===== src/rtl/hazard_stall_controller.sv =====
// Hazard and stall sequencing for the 5-stage ARM pipeline (IF, ID, EX, MEM, WB).
// Forwarding selects and pipeline enables are combinational from the current
// state and stage inputs; the state, flush counter, memory-wait timer, sticky
// fault flag and stall counter are registered.
module hazard_stall_controller #(
  parameter int FLUSH_CYCLES = 1,
  parameter int MEM_TIMEOUT  = 64,
  parameter int CNT_W        = 16
) (
  input  logic             clk,
  input  logic             reset_n,
  input  logic [3:0]       id_rn,
  input  logic [3:0]       id_rm,
  input  logic             id_use_rn,
  input  logic             id_use_rm,
  input  logic [3:0]       ex_rd,
  input  logic             ex_reg_write,
  input  logic             ex_mem_read,
  input  logic [3:0]       mem_rd,
  input  logic             mem_reg_write,
  input  logic [3:0]       wb_rd,
  input  logic             wb_reg_write,
  input  logic             branch_taken,
  input  logic             mem_req,
  input  logic             mem_ready,
  output logic [1:0]       fwd_a_sel,
  output logic [1:0]       fwd_b_sel,
  output logic             cu_nop_select,
  output logic             pc_enable,
  output logic             if_id_enable,
  output logic             if_id_flush,
  output logic             ex_mem_hold,
  output logic             mem_fault,
  output logic [CNT_W-1:0] stall_count
);

  typedef enum logic [1:0] {
    RUN      = 2'd0,
    MEM_WAIT = 2'd1,
    FLUSH    = 2'd2,
    FAULT    = 2'd3
  } state_t;

  // A branch seen in RUN or FLUSH is itself the first flush cycle, so the
  // counter is loaded with the remaining count. A branch accepted on the
  // memory-ready cycle has not flushed yet, so it loads the full count.
  localparam logic [2:0] FLUSH_FULL   = 3'(FLUSH_CYCLES);
  localparam logic [2:0] FLUSH_REMAIN = 3'(FLUSH_CYCLES - 1);
  localparam logic [7:0] TIMEOUT      = 8'(MEM_TIMEOUT);

  state_t     state;
  logic [2:0] flush_cnt;
  logic [7:0] mem_timer;

  logic       ex_hit_a, ex_hit_b;
  logic       load_use;
  logic [1:0] raw_fwd_a, raw_fwd_b;

  // A stage matches a source operand only when the operand is really read,
  // the stage really writes, the indices agree and the index is not the PC.
  function automatic logic stage_hit(input logic use_r, input logic [3:0] src,
                                     input logic [3:0] rd, input logic rw);
    return use_r && rw && (src == rd) && (src != 4'd15);
  endfunction

  // Youngest producer wins; a load in EX cannot forward yet, so it falls
  // through to the older stages while the bubble logic takes care of it.
  function automatic logic [1:0] pick_fwd(input logic ex_hit, input logic ex_load,
                                          input logic mem_hit, input logic wb_hit);
    if (ex_hit && !ex_load) return 2'b01;
    if (mem_hit)            return 2'b10;
    if (wb_hit)             return 2'b11;
    return 2'b00;
  endfunction

  assign ex_hit_a  = stage_hit(id_use_rn, id_rn, ex_rd, ex_reg_write);
  assign ex_hit_b  = stage_hit(id_use_rm, id_rm, ex_rd, ex_reg_write);
  assign load_use  = ex_mem_read && (ex_hit_a || ex_hit_b);
  assign raw_fwd_a = pick_fwd(ex_hit_a, ex_mem_read,
                              stage_hit(id_use_rn, id_rn, mem_rd, mem_reg_write),
                              stage_hit(id_use_rn, id_rn, wb_rd, wb_reg_write));
  assign raw_fwd_b = pick_fwd(ex_hit_b, ex_mem_read,
                              stage_hit(id_use_rm, id_rm, mem_rd, mem_reg_write),
                              stage_hit(id_use_rm, id_rm, wb_rd, wb_reg_write));

  // Pipeline control: forced safe values in reset, otherwise decided by state
  // with branch > memory wait > load-use priority while running.
  always_comb begin
    fwd_a_sel     = raw_fwd_a;
    fwd_b_sel     = raw_fwd_b;
    cu_nop_select = 1'b0;
    pc_enable     = 1'b1;
    if_id_enable  = 1'b1;
    if_id_flush   = 1'b0;
    ex_mem_hold   = 1'b0;
    if (!reset_n) begin
      fwd_a_sel     = 2'b00;
      fwd_b_sel     = 2'b00;
      cu_nop_select = 1'b1;
      pc_enable     = 1'b0;
      if_id_enable  = 1'b0;
    end else begin
      case (state)
        RUN: begin
          if (branch_taken) begin
            if_id_flush   = 1'b1;
            cu_nop_select = 1'b1;
          end else if (mem_req && !mem_ready) begin
            cu_nop_select = 1'b0;
          end else if (load_use) begin
            pc_enable     = 1'b0;
            if_id_enable  = 1'b0;
            cu_nop_select = 1'b1;
          end
        end
        MEM_WAIT: begin
          pc_enable    = 1'b0;
          if_id_enable = 1'b0;
          ex_mem_hold  = 1'b1;
        end
        FLUSH: begin
          if_id_flush   = 1'b1;
          cu_nop_select = 1'b1;
        end
        default: begin
          pc_enable     = 1'b0;
          if_id_enable  = 1'b0;
          ex_mem_hold   = 1'b1;
          cu_nop_select = 1'b1;
        end
      endcase
    end
  end

  // State sequencing, flush countdown, memory-wait timeout, sticky fault and
  // the saturating count of cycles in which the PC did not advance.
  always_ff @(posedge clk) begin
    if (!reset_n) begin
      state       <= RUN;
      flush_cnt   <= 3'd0;
      mem_timer   <= 8'd0;
      mem_fault   <= 1'b0;
      stall_count <= '0;
    end else begin
      if (!pc_enable && (stall_count != '1))
        stall_count <= stall_count + CNT_W'(1);
      case (state)
        RUN: begin
          if (branch_taken) begin
            state     <= (FLUSH_CYCLES == 1) ? RUN : FLUSH;
            flush_cnt <= FLUSH_REMAIN;
          end else if (mem_req && !mem_ready) begin
            state     <= MEM_WAIT;
            mem_timer <= 8'd1;
          end
        end
        MEM_WAIT: begin
          if (mem_ready) begin
            if (branch_taken) begin
              state     <= FLUSH;
              flush_cnt <= FLUSH_FULL;
            end else begin
              state <= RUN;
            end
          end else if (mem_timer >= TIMEOUT) begin
            state     <= FAULT;
            mem_fault <= 1'b1;
          end else begin
            mem_timer <= mem_timer + 8'd1;
          end
        end
        FLUSH: begin
          if (branch_taken) begin
            state     <= (FLUSH_CYCLES == 1) ? RUN : FLUSH;
            flush_cnt <= FLUSH_REMAIN;
          end else if (flush_cnt <= 3'd1) begin
            state <= RUN;
          end else begin
            flush_cnt <= flush_cnt - 3'd1;
          end
        end
        default: begin
          state     <= FAULT;
          mem_fault <= 1'b1;
        end
      endcase
    end
  end

endmodule


===== config.mk =====
export PLATFORM = sky130hd
export DESIGN_NAME = hazard_stall_controller
export DESIGN_NICKNAME = d
export VERILOG_FILES = /design/src/rtl/hazard_stall_controller.sv
export SDC_FILE = /design/constraint.sdc
export NUM_CORES = 1
export LEC_CHECK = 0
export BUFFER_PORTS_ARGS = -buffer_cell sky130_fd_sc_hd__buf_2
export CORE_MARGIN = 4
export CORE_UTILIZATION = 56
export CTS_CLUSTER_SIZE = 12
export DETAILED_ROUTE_END_ITERATION = 10
export PLACE_DENSITY = 0.85
export SKIP_LAST_GASP = 1
export SLEW_MARGIN = 20
export SYNTH_ARGS = -nofsm -noshare
export SYNTH_HDL_FRONTEND = slang
export SYNTH_SLANG_ARGS = --single-unit

===== constraint.sdc =====
create_clock -name clk -period 5.6 [get_ports clk]
set_clock_uncertainty 0.05 [all_clocks]
set_input_delay 0.28 -clock clk [delete_from_list [all_inputs] [get_ports clk]]
set_output_delay 0.28 -clock clk [all_outputs]
set_load 0.05 [all_outputs]

### Word level (Yosys, flattened, before mapping)

Cells that the tools add are included.

| operators by class | value |
|---|---|
| reductions and logical operators | 35 |
| eq/ne operators | 23 |
| divide/modulo/power cells | 0 |
| order comparisons | 2 |
| multiply operators | 0 |
| shift-type cells | 0 |
| muxes and demuxes | 63 |
| bitwise logic cells | 1 |
| add/subtract/negate cells | 3 |

Operator list:

| operator | count |
|---|---|
| $mux W2 | 21 |
| $mux W8 | 4 |
| $mux W1 | 26 |
| $eq A4 B4 Y1 | 6 |
| $logic_and A1 B1 Y1 | 23 |
| $add A16 B1 Y16 const B | 1 |
| $ne A16 B16 Y1 const B | 1 |
| $ne A2 B2 Y1 const B | 8 |
| $pmux W8 S2 | 1 |
| $mux W3 | 5 |
| $ne A3 B3 Y1 const B | 4 |
| $reduce_and A5 Y1 | 2 |
| $pmux W3 S3 | 1 |
| $add A8 B1 Y8 const B | 1 |
| $ge A8 B7 Y1 const B | 1 |
| $ne A4 B4 Y1 const B | 2 |
| $pmux W1 S2 | 4 |
| $pmux W2 S3 | 1 |
| $reduce_and A3 Y1 | 2 |
| $le A3 B1 Y1 const B | 1 |
| $logic_not A1 Y1 | 3 |
| $reduce_bool A3 Y1 | 1 |
| $sub A3 B1 Y3 const B | 1 |
| $eq A2 B1 Y1 const B | 1 |
| other kinds (6) | 6 |

| word-level totals | value |
|---|---|
| flip-flop bits (word level) | 30 |
| bits in latches | 0 |
| ROM bits | 0 |
| logic and storage cells | 132 |
| RAM bits | 0 |
| bits of input ports | 31 |
| output and inout bits | 26 |
| memories kept | 0 |

### Logic depth before layout (Yosys ltp)

Gate-level depths: netlist (run 1).

| logic depth | value |
|---|---|
| depth after elaboration | 12 |
| mapped depth | 9 |

### Worst setup path before layout (run 1)

OpenSTA, ideal clock, no wires.

| path | value |
|---|---|
| path kind | register to register |
| from | register stall_count[0] |
| to | register stall_count[3] |
| library setup time | 118 ps |
| path slack | 3,183 ps |
| buffers on the path | 1 |
| data arrival time | 2,248 ps |
| stages on the path, launching flop included | 10 |
| path through | dfxtp_1 -> ha_1 -> and3_1 -> and3_1 -> nand4_2 -> and2_4 -> or2_1 -> buf_6 -> and4_4 -> mux2i_1 |

| on the way | value |
|---|---|
| cells in the longest elaborated chain, start to end | 2 |

Ends and longest elaborated chain:

| what | line | text |
|---|---|---|
| start, declared | 34 | `output logic [CNT_W-1:0] stall_count` |
| start signal, assigned | 146 | `stall_count <= stall_count + CNT_W'(1);` |
| branches (longest 2 deep; another with $add A16 B1 Y16) | n/a |  |

Several ways; the timed one is not identified.
A chain may end at the register's enable or synchronous reset.

### Worst setup path in the final report (run 1)

| path | value |
|---|---|
| from | register state[0] |
| to | register stall_count[13] |

| on the way | value |
|---|---|
| cells in the longest elaborated chain, start to end | 5 |

Ends and longest elaborated chain:

| what | line | text |
|---|---|---|
| start, declared | 51 | `state_t state;` |
| start signal, assigned | 150 | `state <= (FLUSH_CYCLES == 1) ? RUN : FLUSH;` |
| start signal, assigned | 174 | `state <= (FLUSH_CYCLES == 1) ? RUN : FLUSH;` |
| $eq A2 B2 Y1 / $logic_not A2 Y1 (equally long branches) | 103 | `case (state)` |
| $pmux W1 S2 * | 103 |  |
| $mux W1 * | 96 | `if (!reset_n) begin` |
| $logic_not A1 Y1 * | 145 | `if (!pc_enable && (stall_count != '1))` |
| $logic_and A1 B1 Y1 * | 145 |  |

Mark *: on every way between the ends. The rest lies on a longest branch, timed or not.

==> results of run 1 <==
-- power by group --
part           leakage, nW  switching [W]  internal (W)
registers            0.243      0.0000146      0.000227
clock network       0.0353      0.0000739     0.0000608
logic                0.772       0.000150     0.0000710
-- flip-flops by register name, summed over array words and instances, names as in the netlist --
name         count
state            2
mem_timer        8
mem_fault        1
stall_count     16
flush_cnt        3
-- per-stage QoR --
| step | setup slack (ns) | power, W | hold slack (ns) |
|---|---|---|---|
| after CTS | 3.39 | 0.000600 | 0.206 |
| after detailed placement | 3.42 | 0.000465 | 0.415 |
| after global placement | 3.49 | 0.000460 | 0.392 |
| after floorplan | 3.18 | 0.000412 | 0.382 |
| after global routing | 3.20 | 0.000638 | 0.204 |
| final | 3.37 | 0.000597 | 0.222 |
-- cells by family after synthesis --
family	after synthesis
AND/OR/NAND/NOR	110
AO/OA/AOI/OAI	42
XOR/XNOR	35
flip-flops	30
buffers and inverters	15
adder cells (fa/ha/maj)	8
multiplexers	6
-- synth_stat cells (all sizes together) (6+ instances only) --
library cell  instances
nor4                  7
inv                   9
a21oi                12
xnor2                15
nand4                12
nand2                23
nor2                 36
o21ai                13
dfxtp                30
nand3                 6
ha                    8
xor2                 20
-- path summary, 6_finish.rpt --
check                             startpoint         endpoint  cells past startpoint  slack, ns
worst max register to register      state[0]  stall_count[13]                      7       3.37
worst max-delay path                state[0]  stall_count[13]                      7       3.37
worst min register to register  flush_cnt[1]     flush_cnt[1]                      2       0.43
worst min-delay path            branch_taken         state[1]                      3       0.22
-- worst min-delay path, cell delays in order --
cell and delay [ns]:
buf_2 0.12, nand2_1 0.06, a311oi_1 0.09
-- cell type report --
type / instances / area (um2) / share of cell area
clock buffers: 7 / 55.1 / 0.0235
clock inverters: 1 / 5.00 / 0.00213
inverters: 9 / 33.8 / 0.0144
multi-input cells: 201 / 1310 / 0.560
flip-flops and latches: 30 / 601 / 0.256
well taps: 46 / 57.6 / 0.0245
repair buffers: 56 / 280 / 0.119
-- per-layer routing --
layer	routed length, um	global-route usage
met1	2040	0.290
met2	2390	0.371
met3	284	0.0549
met4	37	0.0684
met5	0	0
==> flow_metrics.py, run 1 <==
metrics = {
    "synth": {
        "yosysUniqueCellTypes": 47,
        "synth_warnings": 0,
        "synth_top_area_frac": 0.303,
        "syn_inst": 246,
        "synth_seq_cells": 30,
        "synth_top_flop_cell": "dfxtp_1",
        "synth_mux_area_frac": 0.0309,
        "synth_top_family_by_area": "simple AND/OR/NAND/NOR gates",
        "avgSynthCellArea_um2": 8.06,
        "synth_area_leaders": "dfxtp_1 (30%), xor2_1 (8.8%), nor2_1 (6.8%), xnor2_1 (6.6%), ha_1 (5.1%)",
        "synthXorXnorAreaFrac": 0.155,
        "synthAdderAreaFrac": 0.0505,
        "yosys.area_share.simple": 0.292,
        "async_flop_share": 0,
        "synth_top_area_cell": "dfxtp_1",
        "yosysSeqAreaShare": 0.303,
        "synth_compound_area_frac": 0.134,
        "synth_area_um2": 1980,
        "synth_edf_count": 0,
        "synth_fp_nets": 285,
    },
    "worst_setup_path": {
        "cp_cell_sequence": "inv_1 > ha_1 > o21ai_0 > and2_4 > o211ai_2 > or3_1 > a21oi_1",
        "arrival_ns": 2.43,
        "endpoint_kind": "flop",
        "critPathMaxFanout": 8,
        "cp-start-kind": "flop",
        "critPathSlowestCell": "o21ai_0",
        "cp_num_buf_inv": 1,
        "slowest_delay_ns": 0.43,
        "cp_top_family": "compound AO/OA/AOI/OAI gates",
        "cp.required_ns": 5.80,
        "crit_type": "flop to flop",
    },
    "global_route": {
        "antenna_found_initial": 0,
        "grt_max_degree": 21,
        "grt_pass1_wl_um": 7820,
        "track_usage": 0.225,
        "grt_overflow": 0,
        "first_global_vias": 1835,
    },
    "final_layout": {
        "stdcell_count": 350,
        "drive_gt1_frac": 0.243,
        "finish.utilization": 0.692,
        "final_common_cell": "buf_2",
        "fin_nets": 342,
        "diodes": 0,
        "syn_to_final_growth_pct": 18.4,
        "design_area_um2": 2350,
        "n_fill_cell": 284,
        "final_cell_mix": "buf_2 (56), nor2_1 (36), dfxtp_1 (30)",
    },
    "timing": {
        "fmax_ghz": 0.448,
        "hold_viol_final": 0,
        "slew_headroom": 0.517,
        "final-max-slew-violation-count": 0,
        "setup_tns_ns": 0,
        "period_minus_slack_ns": 2.23,
        "finalSetupViolCount": 0,
        "grt_setup_unrepaired": "false",
        "tightestPinTransition_ns": 0.718,
        "fin_crit_sh": 0.399,
    },
    "clock_network": {
        "cts_tree": "built",
        "cts_max_path_buffers": 2,
        "post-cts-setup-buffers": 0,
        "clk_pin_slew_ns": 0.10,
        "htreeDepth": 2,
        "postCtsResizedCells": 0,
        "cts_buffers": 5,
        "cts_hold_buf": 0,
        "clock_sinks": 30,
        "clock_latency_ns": 0.32,
        "cts_root_buffer": "clkbuf_4",
    },
    "route": {
        "drc": 0,
        "drtAntennaViolNets": 0,
        "drt_iter0_drc": 123,
        "routedWlPerCell_um": 13.6,
        "drt_wl_total_um": 4750,
        "via_per_inst": 5.61,
        "dr.pass1.iters": 4,
        "vias": 1964,
    },
    "die": {
        "die_area_um2": 4550,
        "die_w_um": 67.5,
        "rows": 21,
        "die_h_um": 67.5,
        "io_pins": 57,
        "start_util": 0.585,
        "coreArea_um2": 3390,
    },
    "placed_design": {
        "dpl_cell_area_um2": 2290,
        "portBuffers": 56,
        "dp.cells": 342,
        "dp_hpwl_um": 3760,
        "finalWeightedCongestion": 0.899,
    },
    "worst_hold_path": {
        "min_path_type": "primary input to flop",
    },
    "power": {
        "irDropWorstVdd_uv": 150,
        "p_leak_nw": 1.05,
        "p_per_area_nw_per_um2": 255,
    },
    "status": {
        "status": "finished clean",
    },
    "run": {
        "max_cap_violations": 0,
    },
}
No activity file was read; power rests on OpenSTA's default activity.
==> inputs of run 2 (changes only) <==
--- a/config.mk
+++ b/config.mk
@@ -7,10 +7,10 @@
 export LEC_CHECK = 0
 export BUFFER_PORTS_ARGS = -buffer_cell sky130_fd_sc_hd__buf_2
 export CORE_MARGIN = 4
-export CORE_UTILIZATION = 56
+export CORE_UTILIZATION = 47
 export CTS_CLUSTER_SIZE = 12
 export DETAILED_ROUTE_END_ITERATION = 10
-export PLACE_DENSITY = 0.85
+export PLACE_DENSITY = 0.76
 export SKIP_LAST_GASP = 1
 export SLEW_MARGIN = 20
 export SYNTH_ARGS = -nofsm -noshare
==> constraint.sdc (replaced) <==
create_clock -name clk -period 1.8 [get_ports clk]
set_clock_uncertainty 0.05 [all_clocks]
set_input_delay 0.09 -clock clk [delete_from_list [all_inputs] [get_ports clk]]
set_output_delay 0.09 -clock clk [all_outputs]
set_load 0.05 [all_outputs]
==> flow_metrics.py, run 2 (synthesis gave the netlist of run 1 again) <==
metrics = {
    "worst_setup_path": {
        "cp.required_ns": 1.92,
        "cp_cell_sequence": "ha_4 > and3_4 > and3_4 > nand4_4 > o211a_4 > o211ai_4 > buf_6 > nor4_2 > o21bai_1",
        "crit_type": "flop to flop",
        "rr_worst_depth": 9,
        "critPathMaxFanout": 7,
        "slowest_delay_ns": 0.36,
        "arrival_ns": 2.08,
        "cp-start-kind": "flop",
        "cp_top_family": "compound AO/OA/AOI/OAI gates",
        "cpMostUsedCell": "and3_4",
        "cp_num_buf_inv": 1,
        "ff2ff_setup_slack_ns": -0.16,
        "crit_end": "stall_count[9]",
        "crit-reg2reg-capture": "stall_count[9]",
        "endpoint_kind": "flop",
        "cp-startpoint": "stall_count[1]",
        "crit-reg2reg-launch": "stall_count[1]",
        "critPathSlowestCell": "dfxtp_4",
        "cp_num_cells": 9,
    },
    "final_layout": {
        "drive_gt1_frac": 0.496,
        "n_fill_cell": 292,
        "final_common_cell": "buf_2",
        "design_area_um2": 3000,
        "finish.utilization": 0.745,
        "largest_reg_flops": 16,
        "diodes": 0,
        "regMostFlops": "stall_count",
        "fin_nets": 385,
        "top_regs": "stall_count x16, mem_timer x8, flush_cnt x3",
        "final_cell_mix": "buf_2 (55), buf_4 (36), nor2_1 (32)",
        "syn_to_final_growth_pct": 51.5,
    },
    "die": {
        "coreArea_um2": 4030,
        "die_h_um": 72.9,
        "io_pins": 57,
        "rows": 23,
        "start_util": 0.492,
        "die_w_um": 72.9,
        "die_area_um2": 5320,
    },
    "timing": {
        "grt_setup_unrepaired": "true",
        "hold_viol_final": 0,
        "layout_setup_ws_ns": -0.158,
        "finalSetupViolCount": 16,
        "final-max-slew-violation-count": 0,
        "whs_ns": 0.0601,
        "slew_headroom": 0.701,
        "period_minus_slack_ns": 1.96,
        "fin_crit_sh": 1.09,
        "tightestPinTransition_ns": 0.449,
        "fmax_ghz": 0.511,
    },
    "status": {
        "status": "finished, violations left",
        "violations": "setup timing",
    },
    "global_route": {
        "first_global_vias": 2092,
        "grt_max_degree": 18,
        "grt_pass1_wl_um": 9160,
        "antenna_found_initial": 0,
        "track_usage": 0.219,
        "grt_overflow": 0,
    },
    "power": {
        "finalPower_w": 0.00240,
        "irDropWorstVdd_uv": 647,
        "p_leak_nw": 1.32,
        "p_per_area_nw_per_um2": 798,
    },
    "clock_network": {
        "cts_buffers": 5,
        "clock_sinks": 30,
        "cts_root_buffer": "clkbuf_8",
        "cts_hold_buf": 0,
        "clock_latency_ns": 0.28,
        "htreeDepth": 2,
        "clk_pin_slew_ns": 0.07,
        "cts_tree": "built",
        "cts_max_path_buffers": 2,
    },
    "placed_design": {
        "finalWeightedCongestion": 0.853,
        "dpl_cell_area_um2": 2700,
        "preCtsSetupSlack_ns": -0.163,
        "portBuffers": 56,
        "dp_hpwl_um": 4360,
    },
    "route": {
        "routedWlPerCell_um": 14.9,
        "dr.pass1.iters": 4,
        "drt_iter0_drc": 105,
        "vias": 2169,
        "drtAntennaViolNets": 0,
        "drc": 0,
        "via_per_inst": 5.46,
        "drt_wl_total_um": 5910,
    },
    "worst_hold_path": {
        "min_path_type": "primary input to flop",
    },
    "run": {
        "max_cap_violations": 0,
    },
}
## run 2: cell types whose count changed in the layout (fill, tap and decap cells not counted), sizes merged
cell	previous run	this run
buf	56	98
clkbuf	7	8
## run 2: area by class of cell
type | count | area (um2) | share of cell area
tap | 50 | 62.6 | 0.0208
clock buffer | 7 | 86.3 | 0.0288
clock inverter | 1 | 5.00 | 0.00167
multi-input combinational | 201 | 1540 | 0.513
inverter | 9 | 36.3 | 0.0121
sequential | 30 | 632 | 0.210
timing repair buffer | 99 | 641 | 0.213
## run 2: power breakdown
group	leakage [nW]	internal [W]	switching, W	total (W)
registers	0.252	0.000721	0.0000446	0.000766
logic	1.02	0.000467	0.000591	0.00106
clock network	0.0482	0.000308	0.000263	0.000572
## run 2: worst register-to-register path, cell delays in order (launching register included)
cell and delay, ns:
dfxtp_4 0.36, ha_4 0.12, and3_4 0.17, and3_4 0.20, nand4_4 0.12, o211a_4 0.19
o211ai_4 0.28, buf_6 0.15, nor4_2 0.03, o21bai_1 0.17
## run 2: repair_timing
item                                   in CTS  in global routing
setup endpoints to repair                  17                 24
pin swaps                                  13                 22
buffers inserted                            2                  4
endpoints found under the hold margin       0                  0
resized for setup                          17                 25
## run 2: how the worst min path moves through the flow
stage	start	cells after the start	end	slack [ns]
global placement	branch_taken	3	state[1]	0.36
CTS	branch_taken	3	state[1]	0.06
floorplan	branch_taken	2	state[1]	0.19
global route	branch_taken	3	state[1]	0.07
finish	branch_taken	3	state[1]	0.06
detailed placement	branch_taken	3	state[1]	0.35
## run 2: metal layers
metal  part of all wire  global-route usage  vias to the layer above
met5                  0                   0                        -
met4              0.013              0.0758                        0
met3              0.053              0.0441                        7
met2               0.53               0.388                       66
met1               0.40               0.262                     1035
li1                   -                   -                     1061
## run 2: metrics by stage
stage          TNS, ns  std cells
5_1_grt          -2.69        397
2_1_floorplan    -1.63        246
4_1_cts         -0.494        393
3_5_place_dp     -1.29        383
3_3_place_gp    -0.628        383
6_report         -1.35        397
==> inputs of run 3 (changes only) <==
--- a/config.mk
+++ b/config.mk
@@ -7,10 +7,10 @@
 export LEC_CHECK = 0
 export BUFFER_PORTS_ARGS = -buffer_cell sky130_fd_sc_hd__buf_2
 export CORE_MARGIN = 4
-export CORE_UTILIZATION = 47
+export CORE_UTILIZATION = 56
 export CTS_CLUSTER_SIZE = 12
 export DETAILED_ROUTE_END_ITERATION = 10
-export PLACE_DENSITY = 0.76
+export PLACE_DENSITY = 0.85
 export SKIP_LAST_GASP = 1
 export SLEW_MARGIN = 20
 export SYNTH_ARGS = -nofsm -noshare
==> constraint.sdc (replaced) <==
create_clock -name clk -period 2.49 [get_ports clk]
set_clock_uncertainty 0.05 [all_clocks]
set_input_delay 0.1245 -clock clk [delete_from_list [all_inputs] [get_ports clk]]
set_output_delay 0.1245 -clock clk [all_outputs]
set_load 0.05 [all_outputs]
==> flow_metrics.py, run 3 (synthesis gave the netlist of run 1 again) <==
metrics = {
    "clock_network": {
        "clock_sinks": 30,
        "clk_pin_slew_ns": 0.10,
        "cts_tree": "built",
        "post-cts-setup-buffers": 0,
        "clock_latency_ns": 0.33,
        "cts_buffers": 5,
        "htreeDepth": 2,
        "cts_max_path_buffers": 2,
        "cts_root_buffer": "clkbuf_4",
        "cts_hold_buf": 0,
    },
    "final_layout": {
        "final_common_cell": "buf_2",
        "regMostFlops": "stall_count",
        "diodes": 0,
        "finish.utilization": 0.704,
        "n_fill_cell": 292,
        "final_cell_mix": "buf_2 (56), nor2_1 (36), dfxtp_1 (30)",
        "top_regs": "stall_count x16, mem_timer x8, flush_cnt x3",
        "drive_gt1_frac": 0.254,
        "design_area_um2": 2390,
        "fin_nets": 345,
        "syn_to_final_growth_pct": 20.4,
        "largest_reg_flops": 16,
    },
    "timing": {
        "final-max-slew-violation-count": 0,
        "hold_viol_final": 0,
        "slew_headroom": 0.509,
        "layout_setup_ws_ns": 0.304,
        "finalSetupViolCount": 0,
        "period_minus_slack_ns": 2.19,
        "grt_setup_unrepaired": "false",
        "setup_tns_ns": 0,
        "fin_crit_sh": 0.878,
        "whs_ns": 0.0855,
        "tightestPinTransition_ns": 0.731,
        "fmax_ghz": 0.457,
    },
    "route": {
        "vias": 1955,
        "dr.pass1.iters": 4,
        "drt_wl_total_um": 4870,
        "drt_iter0_drc": 149,
        "routedWlPerCell_um": 13.8,
        "via_per_inst": 5.54,
        "drc": 0,
        "drtAntennaViolNets": 0,
    },
    "run": {
        "max_cap_violations": 0,
    },
    "worst_setup_path": {
        "cp.required_ns": 2.67,
        "rr_worst_depth": 8,
        "ff2ff_setup_slack_ns": 0.30,
        "cp-start-kind": "flop",
        "critPathMaxFanout": 5,
        "arrival_ns": 2.36,
        "crit-reg2reg-capture": "stall_count[3]",
        "crit_type": "flop to flop",
        "crit-reg2reg-launch": "stall_count[0]",
        "endpoint_kind": "flop",
    },
    "die": {
        "die_area_um2": 4550,
        "die_h_um": 67.5,
        "rows": 21,
        "start_util": 0.585,
        "coreArea_um2": 3390,
        "die_w_um": 67.5,
        "io_pins": 57,
    },
    "power": {
        "p_leak_nw": 1.08,
        "irDropWorstVdd_uv": 603,
        "p_per_area_nw_per_um2": 604,
    },
    "placed_design": {
        "dpl_cell_area_um2": 2310,
        "preCtsSetupSlack_ns": 0.290,
        "portBuffers": 56,
        "finalWeightedCongestion": 0.890,
        "dp_hpwl_um": 3750,
    },
    "global_route": {
        "grt_overflow": 0,
        "track_usage": 0.231,
        "grt_max_degree": 19,
        "grt_pass1_wl_um": 7980,
        "antenna_found_initial": 0,
        "first_global_vias": 1776,
    },
    "worst_hold_path": {
        "hold-path-cell-count": 3,
        "min_path_type": "primary input to flop",
        "holdPathEnd": "state[1]",
        "min_from": "branch_taken",
    },
    "status": {
        "status": "finished clean",
    },
}
-- run 3: cell count changes in the layout (fill, tap and decap cells not counted), sizes merged --
cell    change
clkbuf      -3
buf        -39
bufinv      +1
clkinv      +1
-- run 3: stage by stage --
| stage | std cells | total power [W] |
|---|---|---|
| final | 353 | 0.00144 |
| after global routing | 353 | 0.00152 |
| after CTS | 353 | 0.00145 |
| after detailed placement | 345 | 0.00105 |
| after global placement | 345 | 0.00104 |
| after floorplan | 246 | 0.000927 |
-- run 3: worst max-delay path by stage --
stage / startpoint / endpoint / slack [ns] / cells after the start
2_1_floorplan: stall_count[0] / stall_count[3] / 0.07 / 9
3_3_place_gp: state[0] / flush_cnt[1] / 0.40 / 7
3_5_place_dp: state[0] / stall_count[13] / 0.29 / 7
4_1_cts: state[0] / stall_count[13] / 0.20 / 7
5_1_grt: state[0] / stall_count[13] / 0.07 / 8
6_report: stall_count[0] / stall_count[3] / 0.30 / 8
-- run 3: cell type report --
type,instances,area (um2),share of cell area
clock buffer,5,37.5,0.0157
clock inverter,3,40.0,0.0168
inverter,9,33.8,0.0142
multi-input combinational,201,1310,0.551
sequential,30,601,0.252
tap,46,57.6,0.0241
timing repair buffer,59,303,0.127
-- run 3: worst max-delay path: stages, from the launching register on --
cell and delay [ns]:
dfxtp_1 0.42, ha_1 0.20, and3_1 0.19, and3_1 0.23, nand4_2 0.16, o211a_1 0.19, or2_1 0.32, and4_4 0.22
mux2i_1 0.11
-- run 3: what timing repair did --
| item | CTS | global route |
|---|---|---|
| endpoints found under the setup margin | 0 | 2 |
| resized for setup | 0 | 1 |
| hold endpoints to repair | 0 | 0 |
-- run 3: power by group --
| group | total [W] | leakage (nW) | internal (W) | switching (W) |
|---|---|---|---|---|
| logic | 0.000509 | 0.788 | 0.000166 | 0.000343 |
| registers | 0.000543 | 0.243 | 0.000511 | 0.0000315 |
| clock network | 0.000390 | 0.0450 | 0.000208 | 0.000182 |
-- run 3: routing by layer --
layer	GRT usage	routed length (um)	vias up
met5	0	0	-
met4	0.0785	49	0
met3	0.0532	237	5
met2	0.397	2460	47
met1	0.281	2120	924
li1	-	-	979
